===== src/rtl/mc_ctrl_fsm.sv =====
// mc_ctrl_fsm: multicycle MIPS control FSM with addi/bne, memory-ready wait, illegal-op pulse and retire counter; define MC_CTRL_JAL_EN to add jal.
module mc_ctrl_fsm #(
  parameter int STATE_W = 4,
  parameter int CNT_W = 32,
  parameter int MEM_WAIT = 1
) (
  input  logic               clk,
  input  logic               reset,
  input  logic [5:0]         op,
  input  logic               mem_ready,
  output logic               pcwrite,
  output logic               pcwritecond,
  output logic               iord,
  output logic               memread,
  output logic               memwrite,
  output logic               irwrite,
  output logic               memtoreg,
  output logic               alusrca,
  output logic               regwrite,
  output logic               regdst,
  output logic [1:0]         pcsource,
  output logic [1:0]         aluop,
  output logic [1:0]         alusrcb,
  output logic               branch_ne,
  output logic               link,
  output logic               illegal_op,
  output logic [STATE_W-1:0] state,
  output logic [CNT_W-1:0]   instret
);
  typedef enum logic [STATE_W-1:0] {
    FETCH   = STATE_W'(0),
    DECODE  = STATE_W'(1),
    MEMADR  = STATE_W'(2),
    MEMRD   = STATE_W'(3),
    MEMWB   = STATE_W'(4),
    MEMWR   = STATE_W'(5),
    EXEC    = STATE_W'(6),
    RWB     = STATE_W'(7),
    BEQ     = STATE_W'(8),
    JUMP    = STATE_W'(9),
    ADDI_EX = STATE_W'(10),
    ADDI_WB = STATE_W'(11),
    BNE     = STATE_W'(12),
    JAL     = STATE_W'(13)
  } state_t;
  state_t st, nxt, dec_nxt;
  logic [CNT_W-1:0] cnt;
  logic rdy, op_lw, op_sw, op_r, op_beq, op_j, op_addi, op_bne, op_jal;
  logic in_fetch, in_decode, in_memadr, in_memrd, in_memwb, in_memwr, in_exec;
  logic in_rwb, in_beq, in_jump, in_addiex, in_addiwb, in_bne, in_jal, retire;
  assign rdy = (MEM_WAIT != 0) ? mem_ready : 1'b1;
  assign op_lw = op == 6'b100011;
  assign op_sw = op == 6'b101011;
  assign op_r = op == 6'b000000;
  assign op_beq = op == 6'b000100;
  assign op_j = op == 6'b000010;
  assign op_addi = op == 6'b001000;
  assign op_bne = op == 6'b000101;
`ifdef MC_CTRL_JAL_EN
  assign op_jal = op == 6'b000011;
`else
  assign op_jal = 1'b0;
`endif
  // Reset masks every decoded strobe so all outputs read 0 during the reset cycle
  assign in_fetch = !reset && st == FETCH;
  assign in_decode = !reset && st == DECODE;
  assign in_memadr = !reset && st == MEMADR;
  assign in_memrd = !reset && st == MEMRD;
  assign in_memwb = !reset && st == MEMWB;
  assign in_memwr = !reset && st == MEMWR;
  assign in_exec = !reset && st == EXEC;
  assign in_rwb = !reset && st == RWB;
  assign in_beq = !reset && st == BEQ;
  assign in_jump = !reset && st == JUMP;
  assign in_addiex = !reset && st == ADDI_EX;
  assign in_addiwb = !reset && st == ADDI_WB;
  assign in_bne = !reset && st == BNE;
  assign in_jal = !reset && st == JAL;
  always_comb begin
    dec_nxt = (op_lw || op_sw) ? MEMADR : op_r ? EXEC : op_beq ? BEQ : op_j ? JUMP :
              op_addi ? ADDI_EX : op_bne ? BNE : op_jal ? JAL : FETCH;
    case (st)
      FETCH:   nxt = rdy ? DECODE : FETCH;
      DECODE:  nxt = dec_nxt;
      MEMADR:  nxt = op_lw ? MEMRD : MEMWR;
      MEMRD:   nxt = rdy ? MEMWB : MEMRD;
      MEMWR:   nxt = rdy ? FETCH : MEMWR;
      EXEC:    nxt = RWB;
      ADDI_EX: nxt = ADDI_WB;
      default: nxt = FETCH;
    endcase
  end
  assign retire = in_memwb || in_rwb || in_beq || in_bne || in_jump || in_addiwb || in_jal ||
                  (in_memwr && rdy);
  always_ff @(posedge clk) begin
    if (reset) begin
      st <= FETCH;
      cnt <= '0;
    end else begin
      st <= nxt;
      cnt <= cnt + CNT_W'(retire);
    end
  end
  assign pcwrite = (in_fetch && rdy) || in_jump || in_jal;
  assign pcwritecond = in_beq || in_bne;
  assign iord = in_memrd || in_memwr;
  assign memread = in_fetch || in_memrd;
  assign memwrite = in_memwr;
  assign irwrite = in_fetch && rdy;
  assign memtoreg = in_memwb;
  assign alusrca = in_memadr || in_exec || in_beq || in_bne || in_addiex;
  assign regwrite = in_memwb || in_rwb || in_addiwb || in_jal;
  assign regdst = in_rwb;
  assign pcsource = (in_jump || in_jal) ? 2'b10 : (in_beq || in_bne) ? 2'b01 : 2'b00;
  assign aluop = in_exec ? 2'b10 : (in_beq || in_bne) ? 2'b01 : 2'b00;
  assign alusrcb = in_fetch ? 2'b01 : in_decode ? 2'b11 : (in_memadr || in_addiex) ? 2'b10 : 2'b00;
  assign branch_ne = in_bne;
`ifdef MC_CTRL_JAL_EN
  assign link = in_jal;
`else
  assign link = 1'b0;
`endif
  assign illegal_op = in_decode && dec_nxt == FETCH;
  assign state = reset ? '0 : st;
  assign instret = reset ? '0 : cnt;
endmodule


===== config.mk =====
export PLATFORM = sky130hd
export DESIGN_NAME = mc_ctrl_fsm
export DESIGN_NICKNAME = d
export VERILOG_FILES = /design/src/rtl/mc_ctrl_fsm.sv
export SDC_FILE = /design/constraint.sdc
export NUM_CORES = 1
export LEC_CHECK = 0
export BUFFER_PORTS_ARGS = -buffer_cell sky130_fd_sc_hd__buf_2
export CELL_PAD_IN_SITES_DETAIL_PLACEMENT = 0
export CELL_PAD_IN_SITES_GLOBAL_PLACEMENT = 2
export CORE_MARGIN = 2
export CORE_UTILIZATION = 30
export CTS_BUF_LIST = sky130_fd_sc_hd__clkbuf_4 sky130_fd_sc_hd__clkbuf_8
export DETAILED_ROUTE_END_ITERATION = 10
export HOLD_SLACK_MARGIN = 0.1
export PLACE_DENSITY = 0.94
export REMOVE_ABC_BUFFERS = 1
export SETUP_SLACK_MARGIN = 0.05
export SLEW_MARGIN = 20
export SYNTH_ARGS = -nofsm -noshare
export SYNTH_HDL_FRONTEND = slang
export SYNTH_SLANG_ARGS = --single-unit

===== constraint.sdc =====
create_clock -name clk -period 3.8 [get_ports clk]
set_input_delay 0.38 -clock clk [delete_from_list [all_inputs] [get_ports clk]]
set_output_delay 0.38 -clock clk [all_outputs]
set_load 0.01 [all_outputs]

==> impl_metrics.xml <==
<?xml version="1.0" encoding="UTF-8"?>
<metrics>
  <group name="sta">
    <metric name="rsz0062_at_grt" unit="">false</metric>
    <metric name="minimum_clock_period" unit="ns">3.169</metric>
    <metric name="final_count_of_pins_violating_max_slew" unit="">0</metric>
    <metric name="peak_freq" unit="GHz">0.3155</metric>
    <metric name="maximum_clock_skew_at_final_layout" unit="ns">0.006583</metric>
    <metric name="worstMarginPinSlew" unit="ns">0.7186</metric>
    <metric name="final-hold-violation-count" unit="">0</metric>
    <metric name="totalNegativeSetupSlack" unit="ns">0</metric>
    <metric name="setup-violations-final" unit="">0</metric>
    <metric name="timing.final.crit_share" unit="">0.8340</metric>
    <metric name="timing.max_slew.rel_slack" unit="">0.5210</metric>
  </group>
  <group name="logic_synthesis">
    <metric name="ys.warnings.count" unit="">0</metric>
    <metric name="asyncSetResetFlopFracSynth" unit="">0</metric>
    <metric name="largest_family_of_logic_cells_by_synthesized_area" unit="">simple AND/OR/NAND/NOR gates</metric>
    <metric name="avgSynthCellArea" unit="sq um">7.591</metric>
    <metric name="synth_cell_types" unit="">47</metric>
    <metric name="synth_edf_count" unit="">0</metric>
    <metric name="yosys-top-cells-area" unit="">dfxtp_1, nor2b_1, nor2_1</metric>
    <metric name="synth.yosys.seq_area_share" unit="">0.3196</metric>
    <metric name="synthMuxAreaShare" unit="">0.06937</metric>
    <metric name="synth_top_cell_by_area" unit="">dfxtp_1</metric>
    <metric name="synth_ff_type" unit="">dfxtp_1</metric>
    <metric name="synth-compound-area-share" unit="">0.1082</metric>
    <metric name="synthCells" unit="">297</metric>
    <metric name="synth_seq_cells" unit="">36</metric>
    <metric name="synthAdderAreaFrac" unit="">0.01665</metric>
    <metric name="synth_simple_gate_area_frac" unit="">0.3729</metric>
    <metric name="xor_and_xnor_fraction_of_the_mapped_netlist_area" unit="">0.05438</metric>
    <metric name="synth.top_cell.area_share" unit="">0.3196</metric>
    <metric name="synth_area" unit="sq um">2255</metric>
  </group>
  <group name="clocking">
    <metric name="clock_root_cell" unit="">clkbuf_8</metric>
    <metric name="clkSinkCount" unit="">36</metric>
    <metric name="cts_setup_buffers" unit="">0</metric>
    <metric name="cts_buffers" unit="">5</metric>
    <metric name="htreeDepth" unit="">2</metric>
    <metric name="postCtsHoldBufs" unit="">0</metric>
    <metric name="ctsResizeCount" unit="">0</metric>
    <metric name="tritoncts_clock_tree" unit="">done</metric>
    <metric name="clk_path_buf_depth" unit="">2</metric>
    <metric name="clk_latency" unit="ns">0.29</metric>
    <metric name="clkSlewWorstSetupHoldPaths" unit="ns">0.07</metric>
  </group>
  <group name="global_route">
    <metric name="grt_first_pass_wirelength" unit="um">8797</metric>
    <metric name="overflow" unit="">0</metric>
    <metric name="first_global_vias" unit="">1922</metric>
    <metric name="initial_antenna_violation_count" unit="">0</metric>
    <metric name="groute.usage.overall" unit="">0.1272</metric>
    <metric name="grt_start_max_net_pins" unit="">77</metric>
  </group>
  <group name="drt">
    <metric name="drcViolationCount" unit="">0</metric>
    <metric name="drt_iter0_drc" unit="">40</metric>
    <metric name="routed-via-count" unit="">2172</metric>
    <metric name="ant_nets" unit="">0</metric>
    <metric name="drt_wl_total" unit="um">5403</metric>
    <metric name="first_pass_iters" unit="">4</metric>
    <metric name="avgViaCountPerCell" unit="">4.837</metric>
    <metric name="routed_wl_per_cell" unit="um">12.03</metric>
  </group>
  <group name="layout">
    <metric name="multiInputGateArea" unit="sq um">1405</metric>
    <metric name="fillerInstances" unit="">801</metric>
    <metric name="final_net_count" unit="">361</metric>
    <metric name="finalNonFillerCells" unit="">449</metric>
    <metric name="area.sequential" unit="sq um">720.7</metric>
    <metric name="layout.cells.most_common_list" unit="">buf_2, nor2_1, dfxtp_1</metric>
    <metric name="antennaDiodeCount" unit="">0</metric>
    <metric name="final_area" unit="sq um">2743</metric>
    <metric name="commonest_non_fill_non_tap_cell_in_the_layout" unit="">buf_2</metric>
    <metric name="area_growth_syn_to_layout" unit="%">21.64</metric>
    <metric name="ratio_of_cells_with_drive_above_1_in_the_final_layout" unit="">0.2600</metric>
  </group>
  <group name="critical_path">
    <metric name="timing.critical_path.cells" unit="">inv_1 -&gt; o21ai_0 -&gt; a221oi_1 -&gt; ha_1 -&gt; ha_1 -&gt; nand3_1 -&gt; or4_4 -&gt; nor3_1 -&gt; mux2_2</metric>
    <metric name="cp.required" unit="ns">3.98</metric>
    <metric name="cpMostUsedCell" unit="">ha_1</metric>
    <metric name="worst-setup-path-type" unit="">flop to flop</metric>
    <metric name="worst_path_max_delay_cell" unit="">or4_4</metric>
    <metric name="critical_path_peak_fanout" unit="">19</metric>
    <metric name="critical_path.endpoint_type" unit="">flop</metric>
    <metric name="crit_arrival" unit="ns">3.35</metric>
    <metric name="timing.critical_path.from_type" unit="">flop</metric>
    <metric name="critical-path-max-stage-delay" unit="ns">0.63</metric>
  </group>
  <group name="flow_run">
    <metric name="drv_cap" unit="">0</metric>
  </group>
  <group name="floorplan">
    <metric name="ios" unit="">64</metric>
    <metric name="core_region_area" unit="sq um">7253</metric>
    <metric name="initial_utilization" unit="">0.3109</metric>
    <metric name="floorplan.rows" unit="">31</metric>
    <metric name="die-height" unit="um">90.69</metric>
    <metric name="chipWidth" unit="um">90.69</metric>
    <metric name="design.die.area" unit="sq um">8225</metric>
  </group>
  <group name="place">
    <metric name="placement.io_buffers" unit="">62</metric>
    <metric name="placedCellCount" unit="">441</metric>
    <metric name="gpl.final_weighted_congestion" unit="">0.7685</metric>
    <metric name="post-dp-hpwl" unit="um">3831</metric>
    <metric name="placedInstanceArea" unit="sq um">2616</metric>
  </group>
  <group name="pwr">
    <metric name="power_per_cell_area" unit="nW/um^2">292.7</metric>
    <metric name="ir_worst_vdd" unit="mV">0.1401</metric>
    <metric name="static-leakage-power" unit="nW">1.148</metric>
  </group>
  <group name="hold_path">
    <metric name="worstHoldPathType" unit="">flop to flop</metric>
  </group>
  <group name="outcome">
    <metric name="run_status" unit="">completed</metric>
  </group>
</metrics>
==> state kept, by name, summed over array words and instances, names as in the netlist <==
name,count
st,4
cnt,32
==> worst max-delay path, delay by kind of cell, from the launching register on <==
family                     cells  cell delay [ns]
AOI/OAI and AO/OA              2             0.52
muxes                          1             0.35
DFF                            1             0.52
buffers and inverters          1             0.29
adders and majority gates      2             0.39
and+or+nand+nor                3             0.99
==> through the flow <==
step	hold WS, ns	utilization	total power [mW]	worst slack [ns]
detailed placement	0.4985	0.3607	0.4447	0.6109
floorplan	0.4491	-	0.4153	0.7614
global route	0.5411	0.3781	0.8338	0.3720
finish	0.5134	0.3781	0.8028	0.6307
CTS	0.5096	0.3781	0.8161	0.6193
global placement	0.4941	0.3607	0.4441	0.6862
==> cells in the mapped netlist, types with 5 or more instances <==
| cell type | number |
|---|---|
| xor2_1 | 5 |
| nand3_1 | 12 |
| clkbuf_1 | 9 |
| buf_1 | 6 |
| xnor2_1 | 9 |
| mux2_2 | 13 |
| dfxtp_1 | 36 |
| o21ai_0 | 11 |
| or3_1 | 7 |
| nand2_1 | 10 |
| a21oi_1 | 13 |
| and3_1 | 7 |
| inv_1 | 11 |
| nor4_1 | 5 |
| nor3_1 | 20 |
| nor2b_1 | 29 |
| nor2_1 | 48 |
| nand4_1 | 6 |
==> routing by layer <==
| metal | vias to the layer above | wire [um] | global-route usage | part of all wire |
|---|---|---|---|---|
| met5 | - | 0 | 0 | 0 |
| met4 | 0 | 45 | 0.03077 | 0.0083 |
| met3 | 4 | 294 | 0.03339 | 0.054 |
| met2 | 49 | 2439 | 0.2027 | 0.45 |
| met1 | 982 | 2623 | 0.1712 | 0.49 |
| li1 | 1137 | - | - | - |
==> worst paths after layout <==
kind | endpoint | slack [ns] | from | depth (start not counted)
setup / recovery | cnt[22] | 0.63 | st[2] | 9
hold / removal | cnt[21] | 0.51 | cnt[21] | 2
setup reg to reg | cnt[22] | 0.63 | st[2] | 9
hold reg to reg | cnt[21] | 0.51 | cnt[21] | 2
==> logic make-up after synthesis <==
kind of cell	Yosys count
compound gates	39
xor+xnor	14
fa+ha+maj	3
buf+inv	30
flops	36
mux	14
other cells	1
simple gates	160
==> layout make-up <==
| type | instances | area share |
|---|---|---|
| multi-input cells | 231 | 0.5123 |
| flip-flops and latches | 36 | 0.2628 |
| repair buffers | 64 | 0.1186 |
| well taps | 99 | 0.04516 |
| clock buffers | 7 | 0.03513 |
| inverters | 11 | 0.01505 |
| clock inverters | 1 | 0.01095 |
==> where the power goes <==
group | internal, mW | total (mW) | switching, mW | leakage, nW
Clock | 0.232 | 0.367 | 0.135 | 0.0645
Combinational | 0.0194 | 0.0537 | 0.0343 | 0.794
Sequential | 0.378 | 0.382 | 0.00422 | 0.290
Total | 0.629 | 0.803 | 0.174 | 1.15
Power figures use the tool's default switching activity.
